<file path="config.mk">
export PLATFORM = sky130hd
export DESIGN_NAME = evt_doorbell_sched
export DESIGN_NICKNAME = d
export VERILOG_FILES = /design/src/rtl/evt_db_pkg.sv /design/src/rtl/evt_rr_pick.sv /design/src/rtl/evt_doorbell_sched.sv
export SDC_FILE = /design/constraint.sdc
export NUM_CORES = 1
export LEC_CHECK = 0
export CAP_MARGIN = 20
export CORE_AREA = 10 10 117 119
export DETAILED_ROUTE_END_ITERATION = 16
export DIE_AREA = 0 0 127 129
export PLACE_DENSITY_LB_ADDON = 0.08
export SETUP_SLACK_MARGIN = 0.05
export SLEW_MARGIN = 10
export SYNTH_ARGS = -nofsm -noshare
export SYNTH_HDL_FRONTEND = slang
export SYNTH_HIERARCHICAL = 1
export SYNTH_SLANG_ARGS = --single-unit
</file>
<file path="constraint.sdc">
create_clock -name clk -period 6.8 [get_ports clk]
set_clock_uncertainty 0.1 [all_clocks]
set_input_delay 0.68 -clock clk [delete_from_list [all_inputs] [get_ports clk]]
set_output_delay 0.68 -clock clk [all_outputs]
set_load 0.03 [all_outputs]
</file>
<file path="src/rtl/evt_db_pkg.sv">
// Shared types and helpers for the doorbell event scheduler.
// Holds the FSM encoding, the default doorbell info base and an index-width helper.
package evt_db_pkg;

  typedef enum logic [1:0] {
    StIdle,
    StArb,
    StSend,
    StWait
  } db_state_e;

  localparam logic [15:0] InfoBaseDefault = 16'hE000;

  // Minimum bit width able to hold values 0..n-1; never returns less than 1.
  function automatic int unsigned clog2(input int unsigned n);
    int unsigned w;
    w = 1;
    while ((32'd1 << w) < n) w++;
    return w;
  endfunction

endpackage

</file>
<file path="src/rtl/evt_rr_pick.sv">
// Combinational round-robin picker.
// Returns the first requesting index at or after ptr, wrapping to 0.
module evt_rr_pick
  import evt_db_pkg::*;
#(
  parameter int unsigned N = 9
) (
  input  logic [N-1:0]          req,
  input  logic [clog2(N)-1:0]   ptr,
  output logic [clog2(N)-1:0]   idx,
  output logic                  any
);

  localparam int unsigned IW = clog2(N);

  logic [IW-1:0] idx_hi, idx_lo;
  logic          any_hi, any_lo;

  // Descending scans so the lowest qualifying index is the last one written.
  always_comb begin
    idx_hi = '0;
    idx_lo = '0;
    any_hi = 1'b0;
    any_lo = 1'b0;
    for (int j = int'(N) - 1; j >= 0; j--) begin
      if (req[j]) begin
        any_lo = 1'b1;
        idx_lo = IW'(j);
        if (IW'(j) >= ptr) begin
          any_hi = 1'b1;
          idx_hi = IW'(j);
        end
      end
    end
    idx = any_hi ? idx_hi : idx_lo;
    any = any_lo;
  end

endmodule

</file>
<file path="src/rtl/evt_doorbell_sched.sv">
// Event-to-SRIO-doorbell scheduler: pending flags, round-robin arbitration, one doorbell in flight.
// Define EVT_DB_RETRY_EN to resend up to MAX_RETRY times on timeout or ERROR response.
module evt_doorbell_sched
  import evt_db_pkg::*;
#(
  parameter int unsigned N_EVT     = 9,
  parameter int unsigned TID_W     = 8,
  parameter logic [15:0] INFO_BASE = InfoBaseDefault,
  parameter int unsigned TIMEOUT   = 1024,
  parameter int unsigned MAX_RETRY = 3
) (
  input  logic             clk,
  input  logic             rst,
  input  logic             link_initialized,
  input  logic [N_EVT-1:0] evt_in,
  output logic             iotx_tvalid,
  input  logic             iotx_tready,
  output logic [TID_W-1:0] iotx_tid,
  output logic [15:0]      iotx_info,
  input  logic             iorx_resp_valid,
  input  logic [TID_W-1:0] iorx_resp_tid,
  input  logic             iorx_resp_ok,
  output logic [N_EVT-1:0] evt_done,
  output logic [N_EVT-1:0] evt_err,
  output logic [N_EVT-1:0] evt_ovf,
  output logic             busy
);

  localparam int unsigned IW = clog2(N_EVT);
  localparam int unsigned CW = clog2(TIMEOUT);
  localparam int unsigned RW = clog2(MAX_RETRY + 1);

`ifdef EVT_DB_RETRY_EN
  localparam bit RetryEn = 1'b1;
`else
  localparam bit RetryEn = 1'b0;
`endif

  db_state_e        state_q, state_d;
  logic [N_EVT-1:0] pend_q, pend_d;
  logic [N_EVT-1:0] done_q, done_d;
  logic [N_EVT-1:0] err_q, err_d;
  logic [N_EVT-1:0] ovf_q, ovf_d;
  logic [IW-1:0]    rr_q, rr_d;
  logic [IW-1:0]    idx_q, idx_d;
  logic [TID_W-1:0] tid_q, tid_d;
  logic [TID_W-1:0] wait_tid_q, wait_tid_d;
  logic [CW-1:0]    cnt_q, cnt_d;
  logic [RW-1:0]    retry_q, retry_d;

  logic [IW-1:0] grant_idx;
  logic          grant_any;
  logic          clr, fail, resp_hit;
  logic [IW-1:0] idx_next;

  evt_rr_pick #(
    .N (N_EVT)
  ) u_pick (
    .req (pend_q),
    .ptr (rr_q),
    .idx (grant_idx),
    .any (grant_any)
  );

  assign iotx_tvalid = (state_q == StSend) && link_initialized;
  assign iotx_tid    = tid_q;
  assign iotx_info   = (state_q == StSend) ? (INFO_BASE | 16'(idx_q)) : 16'h0;
  assign evt_done    = done_q;
  assign evt_err     = err_q;
  assign evt_ovf     = ovf_q;
  assign busy        = (state_q != StIdle);

  assign idx_next = (idx_q == IW'(N_EVT - 1)) ? '0 : idx_q + IW'(1);
  assign resp_hit = iorx_resp_valid && (iorx_resp_tid == wait_tid_q);

  always_comb begin
    state_d    = state_q;
    rr_d       = rr_q;
    idx_d      = idx_q;
    tid_d      = tid_q;
    wait_tid_d = wait_tid_q;
    cnt_d      = cnt_q;
    retry_d    = retry_q;
    done_d     = '0;
    err_d      = '0;
    clr        = 1'b0;
    fail       = 1'b0;

    unique case (state_q)
      StIdle: begin
        if (link_initialized && |pend_q) state_d = StArb;
      end
      StArb: begin
        if (!link_initialized || !grant_any) begin
          state_d = StIdle;
        end else begin
          idx_d   = grant_idx;
          retry_d = '0;
          state_d = StSend;
        end
      end
      StSend: begin
        if (!link_initialized) begin
          state_d = StIdle;
        end else if (iotx_tready) begin
          wait_tid_d = tid_q;
          tid_d      = tid_q + TID_W'(1);
          cnt_d      = '0;
          state_d    = StWait;
        end
      end
      StWait: begin
        if (!link_initialized) begin
          state_d = StIdle;
        end else if (resp_hit && iorx_resp_ok) begin
          clr           = 1'b1;
          done_d[idx_q] = 1'b1;
          rr_d          = idx_next;
          state_d       = StIdle;
        end else if (resp_hit || (cnt_q == CW'(TIMEOUT - 1))) begin
          fail = 1'b1;
        end else begin
          cnt_d = cnt_q + CW'(1);
        end

        if (fail) begin
          if (RetryEn && (retry_q < RW'(MAX_RETRY))) begin
            retry_d = retry_q + RW'(1);
            state_d = StSend;
          end else begin
            clr          = 1'b1;
            err_d[idx_q] = 1'b1;
            rr_d         = idx_next;
            state_d      = StIdle;
          end
        end
      end
      default: state_d = StIdle;
    endcase

    // New pulses are applied after the clear so a same-cycle set survives.
    pend_d = pend_q;
    if (clr) pend_d[idx_q] = 1'b0;
    pend_d = pend_d | evt_in;
    ovf_d  = ovf_q | (evt_in & pend_q);
  end

  always_ff @(posedge clk or posedge rst) begin
    if (rst) begin
      state_q    <= StIdle;
      pend_q     <= '0;
      done_q     <= '0;
      err_q      <= '0;
      ovf_q      <= '0;
      rr_q       <= '0;
      idx_q      <= '0;
      tid_q      <= '0;
      wait_tid_q <= '0;
      cnt_q      <= '0;
      retry_q    <= '0;
    end else begin
      state_q    <= state_d;
      pend_q     <= pend_d;
      done_q     <= done_d;
      err_q      <= err_d;
      ovf_q      <= ovf_d;
      rr_q       <= rr_d;
      idx_q      <= idx_d;
      tid_q      <= tid_d;
      wait_tid_q <= wait_tid_d;
      cnt_q      <= cnt_d;
      retry_q    <= retry_d;
    end
  end

endmodule

</file>
# [Yosys cells after proc, flatten, opt, wreduce, memory -nomap -nowiden]
# Cells that the tools add are included.
[classes] eq_ne=14 n_mul=0 shift=0 n_div=0 n_lt_le_gt_ge=11 muxes=90 add_sub_neg=3 reduce_logical=20 bitwise=6
[op_table] op="4-bit 2-to-1 mux" n=32
[op_table] op="9-bit 2-to-1 mux" n=6
[op_table] op="10-bit 2-to-1 mux" n=5
[op_table] op="1-bit 2-to-1 mux" n=36
[op_table] op="10-bit case mux with 2 select lines" n=1
[op_table] op="9-bit AND" n=2
[op_table] op="9-bit OR" n=2
[op_table] op="3-bit by 4-bit >= comparator with 1-bit output (first input constant)" n=4
[op_table] op="16-bit 2-to-1 mux" n=1
[op_table] op="2-bit 2-to-1 mux" n=7
[op_table] op="2-bit inequality test (second input constant)" n=6
[op_table] op="10-bit by 1-bit adder with 10-bit output (second input constant)" n=1
[op_table] op="10-bit == test (second input constant)" n=1
[op_table] op="9-bit inverter" n=1
[op_table] op="3-bit AND reduction" n=3
[op_table] op="9-bit OR reduction" n=1
[op_table] op="8-bit by 1-bit adder with 8-bit output (second input constant)" n=1
[op_table] op="8-bit == test" n=1
[op_table] op="1-bit by 4-bit >= comparator with 1-bit output (first input constant)" n=2
[op_table] op="2-bit by 4-bit >= comparator with 1-bit output (first input constant)" n=2
[op_table] op="2-bit case mux with 4 select lines" n=1
[op_table] op="2-bit nonzero test" n=4
[op_table] op="6-bit AND reduction" n=1
[op_table] op="1-bit logical AND" n=5
[op_table] op="15 further kinds" n=18
[totals] memories=0 input_bits=23 mem_bits_rw=0 latch_bits=0 elab_cells=154 register_bits=72 rom_bits=0

# [Depth between registers and ports, before layout]
[depth] depth_word=20 ltp_mapped=8

# [Cells and area by module]
# The synthesis kept the hierarchy.
[modules_own_cells] module="evt_doorbell_sched" seq_area_each_um2=1801.7 instances=1 area_per_inst_um2=3324.4 cells_per_inst=317
[modules_own_cells] module="evt_rr_pick" seq_area_each_um2=0.0 instances=1 area_per_inst_um2=352.8 cells_per_inst=52

# [Worst setup path after synthesis]
# No wires, ideal clock.
[synth_path] path_kind="reg-to-reg" startpoint="register state_q[1]" endpoint="register cnt_q[6]" setup_slack_ns=4.477 synth_period_minus_slack_ns=2.323 required_time_ns=6.577 arrival_time_ns=2.100 stages_incl_launch_ff=8 path_cell_list="dfrtp_1 -> buf_2 -> nor2b_1 -> and2_1 -> nand2_1 -> clkbuf_1 -> nand2_1 -> mux2i_1"
[synth_via] elab_chain_cells=3 word_cells_on_any_way=10 cone_classes="7 x eq/ne; 1 x mux; 2 x reduce/logical"
[synth_rtl] element="start: declaration" line="evt_doorbell_sched.sv:39" source="db_state_e state_q, state_d;"
[synth_rtl] element="start signal: assignment" line="evt_doorbell_sched.sv:150" source="state_q <= StIdle;"
[synth_rtl] element="start signal: assignment" line="evt_doorbell_sched.sv:162" source="state_q <= state_d;"
[synth_rtl] element="2-bit == test" line="evt_doorbell_sched.sv:89" source="unique case (state_q)"
[synth_rtl] element="2-bit inequality test (no source line) or 2-bit nonzero test (tied branches)"
[synth_rtl] element="6-bit AND reduction (no source line)"
[synth_rtl] element="end signal: assignment" line="evt_doorbell_sched.sv:171" source="cnt_q <= cnt_d;"
[synth_rtl] element="end: declaration" line="evt_doorbell_sched.sv:48" source="logic [CW-1:0] cnt_q, cnt_d;"
# Parallel ways exist; a longest one is shown, timed or not.
# A chain may end at the register's enable or synchronous reset.

# [Worst setup path in the final report]
[layout_path] startpoint="register state_q[0]" endpoint="output port iotx_tvalid"
[layout_via] elab_chain_cells=2
[layout_rtl] element="2-bit == test" line="evt_doorbell_sched.sv:65" source="assign iotx_tvalid = (state_q == StSend) && link_initialized;"
[layout_rtl] element="1-bit logical AND" line="evt_doorbell_sched.sv:65"
[layout_rtl] element="end: declaration" line="evt_doorbell_sched.sv:16" source="output logic iotx_tvalid,"
# Every way passes these cells.

==> flow_metrics.py <==
metrics = {
    "outcome": {
        "status": "finished clean",
    },
    "synth": {
        "synth-compound-area-share_pct": 13.5,
        "synthSimpleGateAreaFrac_pct": 24.0,
        "synth_area_mm2": 0.00368,
        "async_flop_share_pct": 100,
        "synthAdderAreaFrac_pct": 2.04,
        "synthMuxAreaShare_pct": 2.69,
        "synth_top_family_by_area": "simple AND/OR/NAND/NOR gates",
        "yosysWarnings": 6,
        "ys_seq_elements": 72,
        "synth_edf_count": 0,
        "avgSynthCellArea_um2": 9.97,
        "synth_xor_area_share_pct": 3.30,
        "synthFlopType": "dfrtp_1",
        "ys_seq_area_share_pct": 49.0,
        "ys_types": 61,
        "synth_cells": 369,
    },
    "cts": {
        "cts_max_level": 3,
        "cts_hold_repair.buffers": 0,
        "cts_buffer_depth": 2,
        "cts.reportedPaths.clkPinSlew_ns": 0.06,
        "cts_tree": "yes",
        "cts_sinks": 72,
        "clock_latency_ns": 0.33,
        "cts_resized": 0,
        "cts_root_buf": "clkbuf_16",
        "numCtsBuffers": 9,
        "postCtsSetupBuffers": 0,
    },
    "worst_setup_path": {
        "crit_path_max_fanout": 12,
        "startpoint": "state_q[0]$_DFFE_PP0P_",
        "worstSetupStartpointType": "flop",
        "arrival_ns": 2.46,
        "crit_type": "reg -> out",
        "timing.rr.start": "state_q[0]$_DFFE_PP0P_",
        "critPathRequiredTime_ns": 6.02,
        "critPathCaptureType": "output pin",
    },
    "layout": {
        "final_nets": 461,
        "layout-drive-gt1-share_pct": 9.84,
        "seq_area_mm2": 0.00180,
        "areaGrowthSynthToFinish_pct": 27.7,
        "final_cell_mix": "72 x dfrtp_1, 66 x clkdlybuf4s50_1, 48 x nand2_1",
        "layout_commonest_cell": "dfrtp_1",
        "nFillCells": 1132,
        "multi_input_area_mm2": 0.00171,
        "diodes": 0,
    },
    "floorplan": {
        "die_width_um": 127,
        "dieHeight_um": 129,
        "num_rows": 39,
        "coreArea_mm2": 0.0113,
        "dieArea_mm2": 0.0164,
        "start_util_pct": 32.5,
        "pin_count": 76,
    },
    "global_routing": {
        "antenna_found_initial": 0,
        "grt_max_degree": 73,
        "track_usage_pct": 12.0,
        "grt_pass1_wl_mm": 15.7,
        "grt_remaining_overflow": 0,
        "grt_pass1_vias": 2979,
    },
    "routing": {
        "wl_per_cell_um": 16.8,
        "drtPass1Iterations": 4,
        "routed_wl_mm": 9.72,
        "via_count": 2926,
        "drt_iter0_markers": 196,
        "via_per_inst": 5.04,
        "ant_nets": 0,
        "remaining_drc_errors": 0,
    },
    "timing": {
        "fin_setup_tns_ns": 0,
        "hold_viol": 0,
        "finalMaxSlewViolations": 0,
        "rsz0062_at_grt": "false",
        "clock.fmax_mhz": 309,
        "final.setup.worst_slack_ns": 3.56,
        "finalCritPeriodShare_pct": 47.6,
        "finalSetupViolations": 0,
        "period_needed_ns": 3.24,
        "worst_slew_pin_slew_ns": 0.940,
        "relSlewSlack_pct": 37.4,
    },
    "power_and_ir_drop": {
        "power_frac_comb_pct": 12.8,
        "ir_drop_mv": 0.105,
        "p_per_area_mw_per_mm2": 233,
        "leakage_nw": 2.08,
        "swShare_pct": 26.5,
        "p_sw_w": 0.000291,
        "clockPowerShare_pct": 44.1,
        "pwr-share-seq_pct": 43.1,
        "internal_power_w": 0.000806,
    },
    "job": {
        "cap_violations": 0,
    },
    "place": {
        "routabilityCongestion": 0.801,
        "post-place-ws_ns": 3.81,
        "io_buffers": 66,
        "dp_hpwl_mm": 7.10,
    },
    "worst_hold_path": {
        "hold_start": "evt_ovf[5]$_DFF_PP0_",
        "hold_path.class": "reg -> reg",
    },
}
[layout make-up]
type / instances / share of cell area [%]
tap: 143 / 3.81
multi-input combinational: 273 / 36.3
clock inverter: 5 / 1.17
inverter: 9 / 0.719
sequential: 72 / 38.4
clock buffer: 11 / 5.38
timing repair buffer: 67 / 14.2
[state kept, by name, summed over array words and instances (netlist names)]
name,cells
cnt_q,10
evt_done,9
evt_err,9
evt_ovf,9
pend_q,9
iotx_tid,8
wait_tid_q,8
idx_q,4
rr_q,4
state_q,2
[cell families (layout without fill, tap and decap cells)]
kind of cell | after synthesis | count (layout)
simple gates | 170 | 170
flops | 72 | 72
compound gates | 66 | 66
buf+inv | 32 | 92
xor+xnor | 13 | 13
mux | 9 | 9
fa+ha+maj | 6 | 6
other cells | 1 | 9
[synth_stat cells (2+ instances only)]
cell / number / area (µm²)
or2_2: 3 / 18.8
o21ai_0: 2 / 10.0
clkbuf_1: 3 / 11.3
and3_1: 16 / 100
and2_1: 7 / 43.8
buf_6: 3 / 33.8
nor4_1: 2 / 12.5
nor3_1: 2 / 10.0
o21ai_1: 4 / 20.0
nor2_1: 40 / 150
o21a_1: 2 / 15.0
a21oi_1: 15 / 75.1
nand3_1: 15 / 75.1
o31ai_1: 2 / 15.0
xnor2_1: 8 / 70.1
dfrtp_1: 72 / 1800
mux2i_1: 2 / 20.0
nand2b_1: 7 / 43.8
nor2b_1: 5 / 31.3
a21o_1: 14 / 105
xor2_1: 4 / 35.0
buf_4: 14 / 105
nand4_1: 10 / 62.6
a31oi_1: 4 / 25.0
a31o_2: 4 / 35.0
and4_1: 3 / 26.3
ha_1: 6 / 75.1
buf_2: 3 / 15.0
nor4_2: 2 / 25.0
a211oi_2: 2 / 25.0
mux2_1: 2 / 22.5
inv_1: 9 / 33.8
nand2_1: 48 / 180
mux2_2: 5 / 56.3
nand4b_1: 2 / 17.5
a21boi_1: 2 / 15.0
[path summary, 6_finish.rpt]
check / cells past startpoint / slack (ns) / endpoint
min in group asynchronous: 3 / 0.86 / iotx_tid[7]$_DFFE_PP0P_
min reg2reg: 1 / 0.36 / evt_ovf[5]$_DFF_PP0_
min: 1 / 0.36 / evt_ovf[5]$_DFF_PP0_
max in group asynchronous: 3 / 5.13 / cnt_q[7]$_DFFE_PP0P_
max reg2reg: 6 / 3.95 / iotx_tid[7]$_DFFE_PP0P_
max: 3 / 3.56 / iotx_tvalid
[metal layers]
metal | part of all wire, % | up-vias | GRT usage [%]
met5 | 0 | - | 0
met4 | 1.9 | 0 | 4.22
met3 | 5.6 | 14 | 4.23
met2 | 48 | 74 | 19.4
met1 | 44 | 1436 | 14.4
li1 | - | 1402 | -
[through the flow]
stage                     util [%]  total power [W]  cells  hold WS, ns  instance area [µm²]
after global placement        38.8         0.000621    564        0.343                 4390
final                         41.5          0.00110    580        0.355                 4700
after CTS                     41.5          0.00112    580        0.362                 4700
after floorplan                  -         0.000567    377        0.359                 3710
after detailed placement      38.8         0.000622    564        0.346                 4390
after global routing          41.5          0.00115    580        0.382                 4700
[power by group through the flow]
stage | logic [W] | clock network (W) | registers [W]
3_3_place_gp | 0.000141 | 0 | 0.000480
4_1_cts | 0.000142 | 0.000501 | 0.000472
5_1_grt | 0.000155 | 0.000518 | 0.000476
2_1_floorplan | 0.0000810 | 0 | 0.000486
3_5_place_dp | 0.000142 | 0 | 0.000480
6_report | 0.000140 | 0.000484 | 0.000473
[critical path, stage by stage, from the launching register on]
cell             delay [ns]
dfrtp_1                0.54
nor2b_1                0.67
and2_1                 0.24
clkdlybuf4s50_1        0.67
Power figures use the tool's default switching activity.
